**config.mk**
```make
export PLATFORM = sky130hd
export DESIGN_NAME = meta_out_sched
export DESIGN_NICKNAME = d
export VERILOG_FILES = /design/src/rtl/meta_out_sched_pkg.sv /design/src/rtl/rr_arbiter_4.sv /design/src/rtl/meta_out_sched.sv
export SDC_FILE = /design/constraint.sdc
export NUM_CORES = 1
export LEC_CHECK = 0
export CAP_MARGIN = 20
export CORE_AREA = 3 3 240 242
export DETAILED_ROUTE_END_ITERATION = 12
export DIE_AREA = 0 0 243 245
export SLEW_MARGIN = 20
export SYNTH_ARGS = -nofsm -noshare
export SYNTH_HDL_FRONTEND = slang
export SYNTH_SLANG_ARGS = --single-unit
```
**constraint.sdc**
```tcl
create_clock -name clk -period 10.4 [get_ports clk]
set_input_delay 2.08 -clock clk [delete_from_list [all_inputs] [get_ports clk]]
set_output_delay 2.08 -clock clk [all_outputs]
set_load 0.005 [all_outputs]
```
**src/rtl/meta_out_sched_pkg.sv**
```systemverilog
// Shared definitions for the output metadata scheduler: port count, metadata
// word layout and FSM state encoding.
package meta_out_sched_pkg;

   localparam int NUM_PORTS = 4;
   localparam int SLOT_W    = 128;
   localparam int META_W    = 64;

   // Metadata word layout: BUFID [15:0], OUTPORT [39:32], PTP_TYPE [50:48], IS_PTP [55]
   typedef struct packed {
      logic [7:0]  rsvd3;
      logic        is_ptp;
      logic [3:0]  rsvd2;
      logic [2:0]  ptp_type;
      logic [7:0]  rsvd1;
      logic [7:0]  outport;
      logic [15:0] rsvd0;
      logic [15:0] bufid;
   } meta_t;

   typedef enum logic [1:0] {
      S_IDLE = 2'd0,
      S_RD   = 2'd1,
      S_CAP  = 2'd2,
      S_SEND = 2'd3
   } state_t;

endpackage

```
**src/rtl/rr_arbiter_4.sv**
```systemverilog
// Combinational 4-way round-robin select; the search starts one past the
// last granted port and wraps.
module rr_arbiter_4
   import meta_out_sched_pkg::*;
(
   input  logic [NUM_PORTS-1:0] req,
   input  logic [1:0]           last,
   output logic [NUM_PORTS-1:0] gnt,
   output logic [1:0]           gnt_idx,
   output logic                 gnt_any
);

   logic [1:0] cand;

   always_comb begin
      gnt     = '0;
      gnt_idx = '0;
      gnt_any = 1'b0;
      cand    = '0;
      for (int k = 1; k <= NUM_PORTS; k++) begin
         cand = last + 2'(k);
         if (!gnt_any && req[cand]) begin
            gnt_any   = 1'b1;
            gnt_idx   = cand;
            gnt[cand] = 1'b1;
         end
      end
   end

endmodule

```
**src/rtl/meta_out_sched.sv**
```systemverilog
// Pops per-port metadata FIFOs in credit-gated round-robin order and issues
// one buffer-read request at a time on a valid/ready channel.
module meta_out_sched
   import meta_out_sched_pkg::*;
#(
   parameter int CREDITS = 4
)
(
   input  logic         clk,
   input  logic         rst,
   input  logic [3:0]   empty_metadata,
   input  logic [511:0] data_metadata,
   output logic [3:0]   rden_metadata,
   output logic         req_valid,
   input  logic         req_ready,
   output logic [15:0]  req_bufid,
   output logic [1:0]   req_port,
   output logic [2:0]   req_ptp_type,
   output logic         req_is_ptp,
   input  logic [3:0]   tx_done,
   output logic [63:0]  cnt_grant
);

   state_t                       state, state_nxt;
   logic [NUM_PORTS-1:0][3:0]    credit;
   logic [NUM_PORTS-1:0][15:0]   cnt;
   logic [1:0]                   last, gnt;
   logic [NUM_PORTS-1:0]         elig, arb_onehot, dec;
   logic [1:0]                   arb_idx;
   logic                         arb_any;
   logic                         do_grant, do_cap;
   meta_t                        word;

   // Grant-decrement and tx_done on the same port cancel; returns saturate.
   function automatic logic [3:0] next_credit(input logic [3:0] c,
                                              input logic dec_i,
                                              input logic inc_i);
      if (inc_i && !dec_i)
         return (c >= 4'(CREDITS)) ? c : c + 4'd1;
      if (dec_i && !inc_i)
         return c - 4'd1;
      return c;
   endfunction

   always_comb begin
      for (int i = 0; i < NUM_PORTS; i++)
         elig[i] = !empty_metadata[i] && (credit[i] != 4'd0);
   end

   rr_arbiter_4 u_arb (
      .req     (elig),
      .last    (last),
      .gnt     (arb_onehot),
      .gnt_idx (arb_idx),
      .gnt_any (arb_any)
   );

   assign word = meta_t'(data_metadata[{gnt, 7'd0} +: META_W]);

   wire unused_fields = ^{word.rsvd3, word.rsvd2, word.rsvd1, word.outport, word.rsvd0};

   // state register
   always_ff @(posedge clk) begin
      if (rst) state <= S_IDLE;
      else     state <= state_nxt;
   end

   // next-state logic
   always_comb begin
      state_nxt = state;
      case (state)
         S_IDLE:  if (arb_any) state_nxt = S_RD;
         S_RD:    state_nxt = S_CAP;
         S_CAP:   state_nxt = S_SEND;
         S_SEND:  if (req_ready) state_nxt = S_IDLE;
         default: state_nxt = S_IDLE;
      endcase
   end

   // output / control decode
   always_comb begin
      do_grant  = (state == S_IDLE) && arb_any;
      do_cap    = (state == S_CAP);
      dec       = do_grant ? arb_onehot : '0;
      req_valid = (state == S_SEND);
   end

   always_ff @(posedge clk) begin
      if (rst) begin
         rden_metadata <= '0;
         gnt           <= '0;
         last          <= 2'd3;
         cnt           <= '0;
         req_bufid     <= '0;
         req_port      <= '0;
         req_ptp_type  <= '0;
         req_is_ptp    <= 1'b0;
      end else begin
         // Pop strobe lands in RD, one cycle after the IDLE grant.
         rden_metadata <= dec;
         if (do_grant) begin
            gnt          <= arb_idx;
            last         <= arb_idx;
            cnt[arb_idx] <= cnt[arb_idx] + 16'd1;
         end
         if (do_cap) begin
            req_bufid    <= word.bufid;
            req_port     <= gnt;
            req_ptp_type <= word.ptp_type;
            req_is_ptp   <= word.is_ptp;
         end
      end
   end

   always_ff @(posedge clk) begin
      for (int i = 0; i < NUM_PORTS; i++) begin
         if (rst) credit[i] <= 4'(CREDITS);
         else     credit[i] <= next_credit(credit[i], dec[i], tx_done[i]);
      end
   end

   assign cnt_grant = cnt;

endmodule

```
==> metrics.md, run 1 <==
| Metric | Value |
|---|---|
| H-Tree Level Count | `3` |
| Worst slew pin tran | `approximately 0.94 ns` |
| Drt total wl | `about 21,000 um` |
| Data required time of the worst path | `~11 ns` |
| Initial antenna violation count | `2` |
| Max transition margin | `between 30% and 40%` |
| Primary FF master, synth | `dfxtp_1` |
| Count of state elements after synthesis | `112` |
| Per-cell routed wire length | `13.48 um` |
| Final #Nets | `approximately 1,400` |
| Final ANT Viol Nets | `0` |
| Number of max-cap violations | `0` |
| Die W | `243 um` |
| Mapped Cells | `681` |
| Most frequent cells in the layout | `clkdlybuf4s50_1 (180), nor2_1 (124), dfxtp_1 (110), a211oi_1 (54), mux2i_1 (41)` |
| Hpwl dp | `15,970 um` |
| CP arrival | `5.98 ns` |
| TritonCTS clock tree | `yes` |
| Finished Layout Cells | `1,594` |
| Final worst slack | `4.673 ns` |
| Crit share post-route | `around 55%` |
| Critical path launch point type | `primary input` |
| Via density | `between 3 and 4` |
| Final min period | `5.727 ns` |
| Number of buffers added on ports | `roughly 180` |
| Clock Latency Late Sink | `0.39 ns` |
| CTS root buf | `clkbuf_16` |
| GRT overflow | `0` |
| Post-CTS Setup Repair Bufs | `0` |
| Clock sink total | `112` |
| Worst clock skew | `0.01201 ns` |
| Status | `finished, final reports clean` |
| Kind of critical path | `in -> reg` |
| Area growth syn-to-layout | `46.21%` |
| Dpl ws | `4.255 ns` |
| Sequential fraction of the synthesis area | `35.42%` |
| Height of the chip | `about 250 um` |
| Fin. max-slew vios | `0` |
| Yosys cell types | `just under 60` |
| Setup TNS | `0 ns` |
| CTS Hold Buffers Added | `0` |
| Synthesis Warnings | `0` |
| Critical Path Sink Type | `flip-flop` |
| Gr usage total | `7.125%` |
| Pin count of the biggest net entering global routing | `65` |
| P per Cell Area | `roughly 270 nW/um^2` |
| Max Buffers Root-to-Sink | `2` |
| Die Area | `about 60,000 sq um` |
| Async SR Flop Fraction | `0%` |
| Fin. Hold Viols | `0` |
| Synth Net Count | `1,233` |
| Core Box Area | `55,310 sq um` |
| Final setup vio count | `0` |
| Most common cell after layout, fill and taps aside | `clkdlybuf4s50_1` |
| P_leak | `3.040 nW` |
| First-pass GRT wire length | `32,690 um` |
| Row Count | `86` |
| Ports | `614` |
| Synthesized area per cell | `9.295 sq um` |
| Unrepaired setup endpoints after global routing | `false` |
| CTS clk-pin slew, worst paths | `0.07 ns` |
| Fraction of layout cells with a size suffix above 1 | `9.834%` |
| Number of global-route vias before repair | `5,757` |
| Worst Hold Class | `reg -> reg` |
| Total CTS buffers | `9` |
| DRC | `0` |
| Post-layout util | `16.73%` |
| Design Power | `~0.0025 W` |
| Initial DRC Count | `279` |
| Initial Utilization | `11.44%` |
| Peak supply drop | `0.0001326 V` |
| Routability cong. | `about 0.76` |
| Number of synthesized flops with an enable pin | `0` |
| Post-cts sizing count | `0` |
| Peak Freq | `174.6 MHz` |
| Mapped Area | `around 6300 sq um` |
| Placed Cells incl. Taps | `1,576` |
| DRT Pass-1 Iters | `5` |
| Total number of vias | `5,697` |
| Critical Path Fanout Max | `25` |
==> worst max-delay path, stage by stage <==
cell and delay, ns:
clkdlybuf4s50_1 0.57, inv_1 0.13, a2111o_1 0.39, a211oi_2 0.24
o211ai_2 0.23, nand2_4 0.43, mux4_2 0.68, ha_1 0.29
nand2_1 0.33, nor4_2 0.12, xnor2_1 0.35, a211oi_1 0.13
==> cell usage after synthesis (6+ instances only) <==
| cell type | instances | area [sq um] |
|---|---|---|
| nand2b_1 | 7 | 43.79 |
| a211oi_1 | 54 | 405.4 |
| and2_1 | 6 | 37.54 |
| o21ai_0 | 28 | 140.1 |
| dfxtp_1 | 112 | 2242 |
| xor2_1 | 7 | 61.31 |
| a21oi_1 | 20 | 100.1 |
| nor3_1 | 10 | 50.05 |
| clkbuf_1 | 27 | 101.4 |
| buf_1 | 7 | 26.28 |
| xnor2_1 | 15 | 131.4 |
| inv_1 | 34 | 127.6 |
| mux4_2 | 32 | 720.7 |
| ha_1 | 29 | 362.9 |
| nand2_1 | 30 | 112.6 |
| nor2_1 | 126 | 473.0 |
| nand3_1 | 6 | 30.03 |
| a22oi_1 | 6 | 45.04 |
| mux2i_1 | 41 | 410.4 |
==> worst paths after layout <==
kind                     start       endpoint  slack, ns  depth (start not counted)
max          empty_metadata[1]  cnt_grant[44]       4.67                         12
max reg2reg            last[0]  cnt_grant[44]       5.53                         13
min                req_port[1]    req_port[1]       0.50                          2
min reg2reg        req_port[1]    req_port[1]       0.50                          2
==> kinds of logic (layout without fill, tap and decap cells) <==
logic type                 after synthesis  count (layout)  share of synthesized area (%)
other                                    0               2                              0
buffers and inverters                   74             237                          4.645
and+or+nand+nor                        225             225                          17.12
muxes                                   76              76                          18.40
xor gates and xnor gates                22              22                          3.044
AOI/OAI and AO/OA                      143             143                          15.64
adders and majority gates               29              29                          5.732
DFF                                    112             112                          35.42
==> through the flow <==
step	cell area, sq um	hold WS, ns
2_1_floorplan	6330	0.4850
3_3_place_gp	8974	0.4727
3_5_place_dp	8975	0.4834
4_1_cts	9250	0.5013
5_1_grt	9255	0.5382
6_report	9255	0.4961
==> registers in the layout, indices dropped and copies added (netlist names) <==
register	cells
cnt_grant	64
credit	16
gnt	2
last	2
rden_metadata	4
req_bufid	16
req_is_ptp	1
req_port	2
req_ptp_type	3
state	2
==> routing by layer <==
| metal | up-vias | GRT usage (%) | part of all wire, % |
|---|---|---|---|
| met2 | 165 | 12.09 | 51 |
| met1 | 2743 | 8.271 | 42 |
| met4 | 0 | 2.689 | 1.4 |
| met3 | 19 | 2.480 | 6.1 |
| met5 | - | 0 | 0 |
| li1 | 2770 | - | - |
==> report_power, final <==
group | internal, W | switching (W) | total (W) | leakage [nW]
sequential | 0.000561 | 0.000145 | 0.000706 | 0.913
combinational | 0.000662 | 0.000769 | 0.00143 | 2.00
clock | 0.000171 | 0.000179 | 0.000351 | 0.131
==> final cells by class <==
| class | instances | area [sq um] |
|---|---|---|
| clock buffers | 13 | 250.2 |
| fillers | 6209 | 46050 |
| clock inverters | 3 | 25.02 |
| diodes | 2 | 5.005 |
| multi-input cells | 495 | 3812 |
| flip-flops and latches | 112 | 2245 |
| well taps | 748 | 935.9 |
| repair buffers | 187 | 1854 |
| inverters | 34 | 127.6 |
Power figures use the tool's default switching activity.
==> run 2, diff against run 1 <==
CORE_AREA = 3 3 239 241   (was 3 3 240 242)
DIE_AREA = 0 0 242 244   (was 0 0 243 245)
clock period = 4.6 ns   (was 10.4 ns; I/O delays follow)
==> metrics.md, run 2 (synthesis results as in run 1) <==
| Metric | Value |
|---|---|
| Status | `finished, final reports clean` |
| Wl on met1 | `9018 um (about the same)` |
| Core Box Area | `55,090 sq um (-0.39%)` |
| Max transition margin | `28.88% (-7.9 points)` |
| Kind of critical path | `in -> reg` |
| P per Cell Area | `612.1 nW/um^2 (+130%)` |
| Top Metal Used | `met4` |
| Area growth syn-to-layout | `48.98%` |
| Data required time of the worst path | `4.82 ns (-5.83 ns)` |
| H-Tree Level Count | `3 (unchanged)` |
| Hpwl dp | `16,130 um (+1.0%)` |
| DR WL met3 | `1018 um (-22%)` |
| Number of max-cap violations | `0 (unchanged)` |
| Die W | `242 um (-0.41%)` |
| Peak Freq | `255.2 MHz` |
| Final min period | `3.918 ns` |
| Post-cts sizing count | `0 (unchanged)` |
| Number of global-route vias before repair | `5,840 (+1.4%)` |
| Most common cell after layout, fill and taps aside | `clkdlybuf4s50_1` |
| Unrepaired setup endpoints after global routing | `false` |
| CTS Hold Buffers Added | `0 (unchanged)` |
| Number of buffers added on ports | `181 (unchanged)` |
| Initial antenna violation count | `1 (-1)` |
| CTS root buf | `clkbuf_16` |
| Crit share post-route | `85.18%` |
| Per-cell routed wire length | `13.17 um (-2.3%)` |
| Setup TNS | `0 ns (unchanged)` |
| Fin. max-slew vios | `0 (unchanged)` |
| Row Count | `86 (unchanged)` |
| Final worst slack | `0.6816 ns (-3.991 ns)` |
| Met2 WL | `10,760 um (-0.90%)` |
| Fill count | `6,186 (-0.37%)` |
| Hold_ws | `0.4946 ns (-0.001567 ns)` |
| Area occupied by multi-input gates | `3810 sq um (about the same)` |
| Final setup vio count | `0 (unchanged)` |
| Worst slew pin tran | `1.067 ns (+0.1303 ns)` |
| DRT Pass-1 Iters | `4 (-1)` |
| Worst clock skew | `0.007265 ns (-0.004745 ns)` |
| DRC | `0 (unchanged)` |
| Via density | `3.542 (-0.91%)` |
| First-pass GRT wire length | `32,480 um (-0.63%)` |
| Critical Path Sink Type | `flip-flop` |
| Initial DRC Count | `219 (-22%)` |
| Pin count of the biggest net entering global routing | `93 (+43%)` |
| Critical Path Fanout Max | `8 (-68%)` |
| P_leak | `3.144 nW (+3.4%)` |
| Die Area | `59,050 sq um (-0.82%)` |
| Ports | `614 (unchanged)` |
| Routability cong. | `0.7797 (+2.2%)` |
| CTS clk-pin slew, worst paths | `0.07 ns (about the same)` |
| Dpl ws | `0.2176 ns (-4.037 ns)` |
| Gr usage total | `7.094% (-0.031 points)` |
| Initial Utilization | `11.49% (+0.045 points)` |
| Fraction of layout cells with a size suffix above 1 | `11.70% (+1.9 points)` |
| Final ANT Viol Nets | `0 (unchanged)` |
| Max Buffers Root-to-Sink | `2 (unchanged)` |
| TritonCTS clock tree | `yes` |
| Clock Latency Late Sink | `0.38 ns (about the same)` |
| Total CTS buffers | `9 (unchanged)` |
| CP arrival | `4.14 ns (-1.84 ns)` |
| Post-layout util | `17.12% (+0.38 points)` |
| Fin. Hold Viols | `0 (unchanged)` |
| Post-CTS Setup Repair Bufs | `0 (unchanged)` |
| Total number of vias | `5,709 (+0.21%)` |
| Peak supply drop | `0.0004301 V (+220%)` |
| Drt total wl | `21,230 um (-1.2%)` |
| Final #Nets | `1,410 (+1.4%)` |
| GRT overflow | `0 (unchanged)` |
| Design Power | `0.005772 W (+130%)` |
| Worst Hold Class | `reg -> reg` |
| Critical path launch point type | `primary input` |
| Sequential Area | `2245 sq um (unchanged)` |
| Height of the chip | `244 um (-0.41%)` |
| Most frequent cells in the layout | `clkdlybuf4s50_1 (180), nor2_1 (124), dfxtp_1 (110), a211oi_1 (54), mux2i_1 (41)` |
| Clock sink total | `112 (unchanged)` |
| Max FFs per register | `64 (unchanged)` |
## run 2: cell types whose count changed in the layout (fill, tap and decap cells not counted), sizes merged
cell	change
buf	+19
clkinv	+1
diode	-1
inv	-1
## run 2: through the flow
stage / area [sq um] / cells
3_5_place_dp: 9153 / 1595
4_1_cts: 9428 / 1611
6_report: 9430 / 1612
2_1_floorplan: 6330 / 681
5_1_grt: 9430 / 1612
3_3_place_gp: 9151 / 1595
## run 2: worst paths after layout
kind                                 endpoint  depth (start not counted)  slack [ns]              start
worst max register to register  cnt_grant[20]                         14        0.71         credit[12]
worst max-delay path            cnt_grant[40]                         11        0.68  empty_metadata[2]
worst min-delay path              req_port[0]                          2        0.49        req_port[0]
worst min register to register    req_port[0]                          2        0.49        req_port[0]
## run 2: power breakdown
group | leakage [nW] | internal [W] | switching, W
logic | 2.10 | 0.00163 | 0.00181
clock network | 0.130 | 0.000386 | 0.000393
registers | 0.913 | 0.00127 | 0.000285
total | 3.14 | 0.00329 | 0.00248
## run 2: per-layer routing
metal | vias to the layer above | GRT usage [%]
met5 | - | 0
met2 | 143 | 12.58
met4 | 0 | 2.776
li1 | 2822 | -
met3 | 24 | 1.831
met1 | 2720 | 8.153
## run 2: final cells by class
class,count,area share (%)
antenna,1,0.02654
inverter,34,1.353
clock buffer,13,2.654
timing repair buffer,206,21.57
clock inverter,3,0.2654
sequential,112,23.80
tap,748,9.924
multi-input combinational,495,40.40
## run 2: critical path, stage by stage
cell and delay [ns]:
clkdlybuf4s50_1 0.46, or3b_2 0.48, o32ai_1 0.22, o21bai_1 0.19, o211ai_4 0.23, buf_4 0.23
mux4_2 0.58, nand3_2 0.25, nor3b_1 0.10, xnor2_1 0.33, a211oi_1 0.13
